<file path="src/rtl/uart_program_loader_pkg.sv">
// Shared loader definitions: FSM state encoding, word geometry and the end-of-program marker.
package mips_pkg;

    localparam int unsigned BYTES_PER_WORD = 4;
    localparam logic [31:0] HALT_WORD      = 32'hFFFF_FFFF;

    typedef enum logic [1:0] {
        IDLE,
        RECV,
        WRITE,
        DONE
    } loader_state_e;

endpackage

</file>
<file path="src/rtl/uart_program_loader_if.sv">
// Loader bus bundle: UART RX FIFO read side plus instruction-memory write port.
interface uart_program_loader_if #(
    parameter int unsigned SIZE       = 32,
    parameter int unsigned ADDR_WIDTH = 6
);
    logic                  i_rx_empty;
    logic [7:0]            i_rx_data;
    logic                  o_rd_uart;
    logic                  o_imem_we;
    logic [ADDR_WIDTH-1:0] o_imem_addr;
    logic [SIZE-1:0]       o_imem_data;

    modport master (
        input  i_rx_empty,
        input  i_rx_data,
        output o_rd_uart,
        output o_imem_we,
        output o_imem_addr,
        output o_imem_data
    );

    modport slave (
        output i_rx_empty,
        output i_rx_data,
        input  o_rd_uart,
        input  o_imem_we,
        input  o_imem_addr,
        input  o_imem_data
    );

endinterface

</file>
<file path="src/rtl/uart_program_loader_byte_packer.sv">
// byte_packer: MSB-first byte shift register with a byte index; first byte ends up in the top byte.
module byte_packer
    import mips_pkg::*;
(
    input  logic                        clk,
    input  logic                        rst,
    input  logic                        clr,
    input  logic                        push,
    input  logic [7:0]                  i_byte,
    output logic [8*BYTES_PER_WORD-1:0] o_word,
    output logic                        o_full
);

    localparam int unsigned IDX_W  = $clog2(BYTES_PER_WORD);
    localparam int unsigned WORD_W = 8 * BYTES_PER_WORD;

    logic [WORD_W-1:0] word_q, word_d;
    logic [IDX_W-1:0]  idx_q, idx_d;

    always_comb begin
        word_d = word_q;
        idx_d  = idx_q;
        if (clr) begin
            word_d = '0;
            idx_d  = '0;
        end else if (push) begin
            word_d = {word_q[WORD_W-9:0], i_byte};
            idx_d  = idx_q + IDX_W'(1);
        end
    end

    always_ff @(posedge clk) begin
        if (rst) begin
            word_q <= '0;
            idx_q  <= '0;
        end else begin
            word_q <= word_d;
            idx_q  <= idx_d;
        end
    end

    assign o_word = word_q;
    // Flags the push that completes the word, so the FSM can leave RECV on that same edge.
    assign o_full = push && !clr && (idx_q == IDX_W'(BYTES_PER_WORD - 1));

endmodule

</file>
<file path="src/rtl/uart_program_loader.sv">
// UART program loader: packs RX FIFO bytes into instruction words and writes them to IMEM.
// Optional inter-byte timeout with sticky o_error when LOADER_TIMEOUT_EN is defined.
module uart_program_loader
    import mips_pkg::*;
#(
    parameter int unsigned SIZE            = 32,
    parameter int unsigned MAX_INSTRUCTION = 64,
    parameter int unsigned ADDR_WIDTH      = $clog2(MAX_INSTRUCTION)
`ifdef LOADER_TIMEOUT_EN
    ,
    parameter int unsigned TIMEOUT_CYCLES  = 1000000
`endif
) (
    input  logic                  i_clk,
    input  logic                  i_rst,
    input  logic                  i_start,
    uart_program_loader_if.master bus,
    output logic                  o_busy,
    output logic                  o_done,
    output logic [ADDR_WIDTH:0]   o_count
`ifdef LOADER_TIMEOUT_EN
    ,
    output logic                  o_error
`endif
);

    loader_state_e         state_q, state_d;
    logic [ADDR_WIDTH-1:0] addr_q, addr_d;
    logic [ADDR_WIDTH:0]   count_q, count_d;
    logic                  busy_q, busy_d;
    logic                  clr;
    logic                  push;
    logic                  full;
    logic [SIZE-1:0]       word;

`ifdef LOADER_TIMEOUT_EN
    localparam int unsigned TMR_W = $clog2(TIMEOUT_CYCLES);
    logic [TMR_W-1:0] timer_q, timer_d;
    logic             pending_q, pending_d;
    logic             error_q, error_d;
`endif

    byte_packer u_packer (
        .clk    (i_clk),
        .rst    (i_rst),
        .clr    (clr),
        .push   (push),
        .i_byte (bus.i_rx_data),
        .o_word (word),
        .o_full (full)
    );

    always_comb begin
        state_d = state_q;
        addr_d  = addr_q;
        count_d = count_q;
        clr     = 1'b0;
        push    = (state_q == RECV) && !bus.i_rx_empty;
`ifdef LOADER_TIMEOUT_EN
        error_d   = error_q;
        pending_d = pending_q;
        timer_d   = '0;
`endif
        case (state_q)
            IDLE: begin
                if (i_start) begin
                    count_d = '0;
                    addr_d  = '0;
                    clr     = 1'b1;
                    state_d = RECV;
`ifdef LOADER_TIMEOUT_EN
                    error_d = 1'b0;
`endif
                end
            end
            RECV: begin
                if (full) state_d = WRITE;
            end
            WRITE: begin
                count_d = count_q + (ADDR_WIDTH + 1)'(1);
                if (word == HALT_WORD || addr_q == ADDR_WIDTH'(MAX_INSTRUCTION - 1)) begin
                    state_d = DONE;
                end else begin
                    addr_d  = addr_q + ADDR_WIDTH'(1);
                    clr     = 1'b1;
                    state_d = RECV;
                end
            end
            DONE:    state_d = IDLE;
            default: state_d = IDLE;
        endcase
`ifdef LOADER_TIMEOUT_EN
        if (clr) pending_d = 1'b0;
        else if (push) pending_d = 1'b1;
        // Timer saturates while nothing has arrived yet, so an idle RECV never aborts.
        if (state_q == RECV && !push) begin
            if (timer_q == TMR_W'(TIMEOUT_CYCLES - 1)) begin
                timer_d = timer_q;
                if (pending_q || count_q != '0) begin
                    state_d = DONE;
                    error_d = 1'b1;
                end
            end else begin
                timer_d = timer_q + TMR_W'(1);
            end
        end
`endif
        busy_d = (state_d != IDLE);
    end

    always_ff @(posedge i_clk) begin
        if (i_rst) begin
            state_q <= IDLE;
            addr_q  <= '0;
            count_q <= '0;
            busy_q  <= 1'b0;
        end else begin
            state_q <= state_d;
            addr_q  <= addr_d;
            count_q <= count_d;
            busy_q  <= busy_d;
        end
    end

`ifdef LOADER_TIMEOUT_EN
    always_ff @(posedge i_clk) begin
        if (i_rst) begin
            timer_q   <= '0;
            pending_q <= 1'b0;
            error_q   <= 1'b0;
        end else begin
            timer_q   <= timer_d;
            pending_q <= pending_d;
            error_q   <= error_d;
        end
    end

    assign o_error = error_q;
`endif

    assign bus.o_rd_uart   = push;
    assign bus.o_imem_we   = (state_q == WRITE);
    assign bus.o_imem_addr = addr_q;
    assign bus.o_imem_data = word;
    assign o_busy          = busy_q;
    assign o_done          = (state_q == DONE);
    assign o_count         = count_q;

endmodule
</file>
<file path="src/flat_wrapper.sv">
// flat-port wrapper written by rule: the top's interface ports become plain ports
module uart_program_loader_flat import mips_pkg::*;
#(
    parameter int unsigned SIZE            = 32,
    parameter int unsigned MAX_INSTRUCTION = 64,
    parameter int unsigned ADDR_WIDTH      = $clog2(MAX_INSTRUCTION)

)
  (i_clk, i_rst, i_start, o_busy, o_done, o_count, bus_i_rx_empty, bus_i_rx_data, bus_o_rd_uart, bus_o_imem_we, bus_o_imem_addr, bus_o_imem_data);
  uart_program_loader_if #(.SIZE(SIZE), .ADDR_WIDTH(ADDR_WIDTH)) bus_i ();
  input  logic i_clk;
  input  logic i_rst;
  input  logic i_start;
  output logic o_busy;
  output logic o_done;
  output logic [ADDR_WIDTH:0] o_count;
  input wire logic [$bits(bus_i.i_rx_empty)-1:0] bus_i_rx_empty;
  input wire logic [$bits(bus_i.i_rx_data)-1:0] bus_i_rx_data;
  output wire logic [$bits(bus_i.o_rd_uart)-1:0] bus_o_rd_uart;
  output wire logic [$bits(bus_i.o_imem_we)-1:0] bus_o_imem_we;
  output wire logic [$bits(bus_i.o_imem_addr)-1:0] bus_o_imem_addr;
  output wire logic [$bits(bus_i.o_imem_data)-1:0] bus_o_imem_data;
  assign bus_i.i_rx_empty = bus_i_rx_empty;
  assign bus_i.i_rx_data = bus_i_rx_data;
  assign bus_o_rd_uart = bus_i.o_rd_uart;
  assign bus_o_imem_we = bus_i.o_imem_we;
  assign bus_o_imem_addr = bus_i.o_imem_addr;
  assign bus_o_imem_data = bus_i.o_imem_data;
  uart_program_loader #(.SIZE(SIZE), .MAX_INSTRUCTION(MAX_INSTRUCTION), .ADDR_WIDTH(ADDR_WIDTH)) u_core (.i_clk(i_clk), .i_rst(i_rst), .i_start(i_start), .bus(bus_i), .o_busy(o_busy), .o_done(o_done), .o_count(o_count));
endmodule
</file>
<file path="config.mk">
export PLATFORM = sky130hd
export DESIGN_NAME = uart_program_loader_flat
export DESIGN_NICKNAME = d
export VERILOG_FILES = /design/src/rtl/uart_program_loader_pkg.sv /design/src/rtl/uart_program_loader_if.sv /design/src/rtl/uart_program_loader_byte_packer.sv /design/src/rtl/uart_program_loader.sv /design/src/flat_wrapper.sv
export SDC_FILE = /design/constraint.sdc
export NUM_CORES = 1
export LEC_CHECK = 0
export CAP_MARGIN = 5
export CORE_ASPECT_RATIO = 1.4
export CORE_MARGIN = 3
export CORE_UTILIZATION = 42
export DETAILED_ROUTE_END_ITERATION = 8
export GPL_ROUTABILITY_DRIVEN = 0
export PLACE_DENSITY = 0.83
export SLEW_MARGIN = 20
export SYNTH_ARGS = -nofsm -noshare
export SYNTH_HDL_FRONTEND = slang
export SYNTH_HIERARCHICAL = 1
export SYNTH_SLANG_ARGS = --single-unit
</file>
<file path="constraint.sdc">
create_clock -name i_clk -period 1.9 [get_ports i_clk]
set_input_delay 0.285 -clock i_clk [delete_from_list [all_inputs] [get_ports i_clk]]
set_output_delay 0.285 -clock i_clk [all_outputs]
set_load 0.005 [all_outputs]
</file>
==> out/results.txt, run 1 <==
Run status - finished with violations
Failing checks - setup timing
Min Tclk post-route - 1.92 ns
CP Class - flop to flop
WL final - 5.37 mm
Inserted Clock Buffers - 5
Sequential element share of the synthesized area - 46.9%
PwrDens - 659 mW/mm²
H-tree levels - 2
First DRT Iteration DRCs - 112
Antenna Nets Post-Route - 0
Syn Nets - 233
Vias after detailed routing - 1,887
Post-synthesis async set-or-reset flop share - 0%
Hpwl dp - 3.73 mm
IO Pins - 61
Register bit total from synthesis - 50
Via density per instance - 5.02
Via count of the first global-routing pass - 1,861
CTS tree - done
Main synth FF type - dfxtp_1
Cts hold-fix bufs - 0
EDFF count, synth - 0
Critical Path Source Type - flop
Worst Hold Slack - 0.512 ns
Fin crit share - 101%
Largest net degree at the start of global routing - 35
Maximum fanout along the worst path - 17
Clock sinks - 50
CTS root buf - clkbuf_8
Max VDD drop - 582 µV
Worst Path Required - 2.14 ns
Final Setup Violations - 23
Drt wl/cell - 14.3 µm
MaxCap Viol Count - 0
Initial antenna violation count - 0
Tot GR Track Use - 17.9%
Max Root-Sink Buffers - 2
Clk_lat worst skew - 0.30 ns
Slew margin rel. - 83.3%
Final setup margin - -0.0213 ns
Layout cells sized above 1 - 30.8%
Router iterations before antenna repair - 4
Worst slew pin tran - 0.243 ns
Core area - 0.00488 mm²
Die ar. - 0.00598 mm²
Critical Path End Type - flop
P_leak - 1.22 nW
Fin nets - 326
IO buf count - 60
Syn avg cell area - 9.79 µm²
Max-slew violation count - 0
Reg clk slew, reported paths - 0.09 ns
First-pass GRT wire length - 8.57 mm
Syn. warnings - 6
Clk_skew - 0.00624 ns
Total power - 2.15 mW
Crit path DAT - 2.16 ns
RSZ-0062 raised after global routing - true
Post-synth cell types - 43
Std-Cell Rows - 30
Mapped Area - 0.00213 mm²
Filler cells - 389
N_diodes - 0
Chip height - 90.3 µm
DRC - 0
Min-Delay Path Class - flop to flop
Post-synthesis cell count - 218
P&R area growth vs syn - 53.0%
Fmax - 520 MHz
Final Hold Vio Count - 0
Die Wd - 66.2 µm
Starting density of the core - 43.7%
Remaining global-route overflow - 0
[layout by cell type (no fill, tap or decap), types with 2 or more instances in the layout]
cell / instances
ha_1: 2
nor2b_1: 2
a21oi_1: 4
clkdlybuf4s50_1: 60
dfxtp_1: 26
buf_4: 32
or4_4: 2
dfxtp_2: 24
nor2_1: 36
and2_1: 4
clkbuf_8: 6
o21ai_0: 3
buf_12: 2
nand2_1: 10
nand3_1: 5
bufinv_16: 2
mux2_2: 3
nor3_1: 5
nand4_1: 8
mux2i_1: 33
and3_1: 2
nor2_2: 12
[repair_timing]
action,CTS,global route
setup endpoints to repair,29,38
gates resized for setup,1,28
cloned,0,2
setup buffers,1,1
pin swaps,2,4
[where the power goes]
group / total [mW] / internal, mW / switching [mW]
Clock: 0.912 / 0.561 / 0.351
Sequential: 1.06 / 1.05 / 0.00619
Combinational: 0.180 / 0.0996 / 0.0803
Total: 2.15 / 1.72 / 0.437
[synth_stat cells (2+ instances only)]
cell	count	area share, %
nand2_1	10	1.8
nor2b_1	2	0.59
buf_8	3	2.1
and3_1	3	0.88
or2_1	2	0.59
mux2i_1	33	15
nand3_1	6	1.4
nand4_1	8	2.3
dfxtp_1	50	47
and2_1	4	1.2
o21ai_0	3	0.70
a21oi_1	5	1.2
ha_1	3	1.8
nor2_1	47	8.3
buf_6	4	2.1
nor3_1	5	1.2
mux2_2	3	1.6
or4_4	2	1.1
[sequential cells by signal (all words and copies together), names as in the netlist]
register	flops
u_core/o_busy	1
u_core/u_packer/idx_q	2
u_core/o_count	7
u_core/state_q	2
u_core/u_packer/o_word	32
u_core/bus.o_imem_addr	6
[critical path: stages, from the launching register on]
cell and delay [ns]:
dfxtp_1 0.34, nand4_1 0.09, or4_4 0.57, o211ai_2 0.21, nand2_1 0.10, or2_4 0.27
buf_12 0.17, nor2_2 0.11
[routing by layer]
layer	vias to the layer above	track usage, %	part of all wire [%]
met5	-	0	0
met1	878	21.0	39
met3	4	5.48	5.4
li1	943	-	-
met4	0	3.56	0.54
met2	62	31.5	55
[path summary, 6_finish.rpt]
| check | start | to | slack, ns | depth (start not counted) |
|---|---|---|---|---|
| worst max register to register | u_core/u_packer/o_word[20] | u_core/u_packer/o_word[13] | -0.02 | 7 |
| worst min-delay path | u_core/u_packer/o_word[29] | u_core/u_packer/o_word[29] | 0.51 | 2 |
| worst min register to register | u_core/u_packer/o_word[29] | u_core/u_packer/o_word[29] | 0.51 | 2 |
| worst max-delay path | u_core/u_packer/o_word[20] | u_core/u_packer/o_word[13] | -0.02 | 7 |
[logic make-up after synthesis]
family,count (synthesis),synth area share [%]
AND/OR/NAND/NOR,98,22.6
buffers and inverters,12,5.34
multiplexers,36,17.1
XOR/XNOR,1,0.411
AO/OA/AOI/OAI,18,5.92
flip-flops,50,46.9
adder cells (fa/ha/maj),3,1.76
[stage by stage]
stage               instances  TNS (ns)  cell area [µm²]  util (%)  setup WS (ns)
floorplan                 218         0             2150         -         0.0183
global placement          364   -0.0958             3000      61.4        -0.0958
detailed placement        364    -0.165             3000      61.4         -0.160
CTS                       373    -0.224             3150      64.6        -0.0300
global route              376     -2.74             3260      66.9         -0.102
finish                    376    -0.211             3260      66.9        -0.0213
[cell type report]
| cell class | instances | area (µm²) | area share [%] |
|---|---|---|---|
| clock buffers | 6 | 82.6 | 2.53 |
| inverters | 2 | 7.51 | 0.230 |
| multi-input cells | 156 | 1090 | 33.3 |
| repair buffers | 96 | 917 | 28.1 |
| clock inverters | 2 | 60.1 | 1.84 |
| flip-flops and latches | 50 | 1030 | 31.6 |
| well taps | 64 | 80.1 | 2.45 |
(Power assumes the default switching activity.)
==> inputs of run 2 (changes only) <==
--- a/config.mk
+++ b/config.mk
@@ -8,10 +8,11 @@
 export CAP_MARGIN = 5
 export CORE_ASPECT_RATIO = 1.4
 export CORE_MARGIN = 3
-export CORE_UTILIZATION = 42
+export CORE_UTILIZATION = 51
 export DETAILED_ROUTE_END_ITERATION = 8
 export GPL_ROUTABILITY_DRIVEN = 0
-export PLACE_DENSITY = 0.83
+export MAX_ROUTING_LAYER = met4
+export PLACE_DENSITY = 0.93
 export SLEW_MARGIN = 20
 export SYNTH_ARGS = -nofsm -noshare
 export SYNTH_HDL_FRONTEND = slang
==> constraint.sdc (replaced) <==
create_clock -name i_clk -period 2.35 [get_ports i_clk]
set_input_delay 0.3525 -clock i_clk [delete_from_list [all_inputs] [get_ports i_clk]]
set_output_delay 0.3525 -clock i_clk [all_outputs]
set_load 0.005 [all_outputs]
==> run 2 against run 1 <==
  * Global-route usage is 3.3 points higher
  * Critical path type unchanged
  * Flip-flop and latch count unchanged
  * The run now ends clean
  * Worst setup slack better by 0.18 ns
  * Critical endpoint is now u_core/u_packer/o_word[2]
  * Count of clock-buffer cells in the layout is 1 higher
==> out/results.txt, run 2 (synthesis gave the netlist of run 1 again) <==
Reg2Reg Setup Slack - 0.16 ns
CP Class - flop to flop
Drt wl/cell - 15.1 µm
P&R area growth vs syn - 33.3%
Router iterations before antenna repair - 4
Fmax - 457 MHz
Worst Hold Slack - 0.518 ns
Worst Path Required - 2.58 ns
Via count of the first global-routing pass - 1,757
Max Root-Sink Buffers - 2
Vias after detailed routing - 1,803
Worst Hold Launch - u_core/bus.o_imem_addr[5]
R2r endpoint - u_core/u_packer/o_word[2]
CP max-delay cell - or4_4
IO Pins - 61
Net Sw Frac - 22.1%
Utilization after layout - 71.3%
Reg clk slew, reported paths - 0.09 ns
Final setup margin - 0.160 ns
Hpwl dp - 3.63 mm
Critical path buffers and inverters - 1
Inserted Clock Buffers - 5
Max FFs per register - 32
Clk_skew - 0.00638 ns
Crit path cell chain - nand4_1 > or4_4 > o211ai_2 > nand2_1 > or2_1 > buf_4 > nor2_1
Most frequent cells in the layout - clkdlybuf4s50_1, dfxtp_1, nor2_1
RSZ-0062 raised after global routing - false
Pre-CTS worst setup slack - 0.153 ns
Largest net degree at the start of global routing - 36
Initial antenna violation count - 0
Cts hold-fix bufs - 0
Chip height - 82.5 µm
Antenna Nets Post-Route - 0
Setup Buffers After CTS - 0
Critical Path End Type - flop
R2R cell count - 7
Critical Path Max Stage Delay - 0.58 ns
H-tree levels - 2
Total power - 1.47 mW
Fin crit share - 93.2%
Starting density of the core - 53.5%
Min Tclk post-route - 2.19 ns
Reg-to-Reg Start - u_core/u_packer/o_word[22]
Delay-heaviest family, CP - simple AND/OR/NAND/NOR gates
First DRT Iteration DRCs - 85
MaxCap Viol Count - 0
Run status - completed
Worst slew pin tran - 0.340 ns
IO buf count - 60
Maximum fanout along the worst path - 34
Clock sinks - 50
Tot GR Track Use - 21.2%
Switch Pwr - 0.326 mW
Max VDD drop - 515 µV
WL final - 4.93 mm
Post_cts resized - 0
Int Pwr - 1.15 mW
Core area - 0.00399 mm²
Most common cell after layout, fill and taps aside - clkdlybuf4s50_1
Slew margin rel. - 77.3%
N_diodes - 0
Critical Path Source Type - flop
DRC - 0
Clk_lat worst skew - 0.30 ns
Setup TNS - 0 ns
Via density per instance - 5.53
Final Hold Vio Count - 0
CTS root buf - clkbuf_8
Clock network fraction of design power - 34.2%
Final Setup Violations - 0
Layout cells sized above 1 - 9.19%
Fin nets - 297
Hold Path End - u_core/bus.o_imem_addr[5]
Crit path DAT - 2.42 ns
Max-slew violation count - 0
PwrDens - 518 mW/mm²
Remaining global-route overflow - 0
First-pass GRT wire length - 7.86 mm
Sequential Power Share - 58.3%
Combinational power share - 7.5%
Std-Cell Rows - 27
CTS tree - done
Die ar. - 0.00501 mm²
Hold Crit Depth - 2
P_leak - 1.02 nW
Min-Delay Path Class - flop to flop
Die Wd - 60.7 µm
-- run 2: cell types whose count changed in the layout (fill, tap and decap cells not counted), moves of 2 or more --
cell,before,now
nor2_1,36,47
buf_4,32,6
nor2_2,12,1
dfxtp_1,26,50
dfxtp_2,24,0
bufinv_16,2,0
-- run 2: layer usage --
layer  track usage (%)  vias up  routed length, µm
li1                  -      886                  -
met1              22.7      852               1940
met2              37.0       58               2640
met3              5.44        7                286
met4              7.59        0                 59
met5                 -        -                  0
-- run 2: layout make-up --
| type | count | area, µm² |
|---|---|---|
| inverter | 2 | 7.51 |
| fill | 296 | 1140 |
| clock inverter | 1 | 5.00 |
| multi-input combinational | 156 | 1020 |
| sequential | 50 | 1000 |
| timing repair buffer | 67 | 666 |
| tap | 43 | 53.8 |
| clock buffer | 7 | 86.3 |
-- run 2: through the flow --
step                std cells  instance area, µm²
floorplan                 218                2130
global placement          318                2750
detailed placement        318                2750
CTS                       326                2840
global route              326                2840
finish                    326                2840
-- run 2: tightest hold or removal path, delay by kind of cell, from the launching register on --
| family | cells | cell delay, ns |
|---|---|---|
| AND/OR/NAND/NOR | 2 | 0.13 |
| flip-flops | 1 | 0.35 |
-- run 2: power by group through the flow --
stage	combinational (mW)	sequential, mW	clock [mW]
after detailed placement	0.110	0.878	0
after global placement	0.109	0.878	0
after floorplan	0.0797	0.877	0
after CTS	0.111	0.858	0.521
final	0.111	0.858	0.503
after global routing	0.119	0.859	0.548
-- run 2: worst max path at each step --
stage	end	cells after the start	from
after floorplan	u_core/u_packer/o_word[21]	8	u_core/u_packer/o_word[23]
after global placement	u_core/state_q[0]	8	i_start
after detailed placement	u_core/state_q[0]	8	i_start
after CTS	u_core/u_packer/o_word[2]	7	u_core/u_packer/o_word[22]
after global routing	u_core/u_packer/o_word[31]	7	u_core/u_packer/o_word[22]
final	u_core/u_packer/o_word[2]	7	u_core/u_packer/o_word[22]
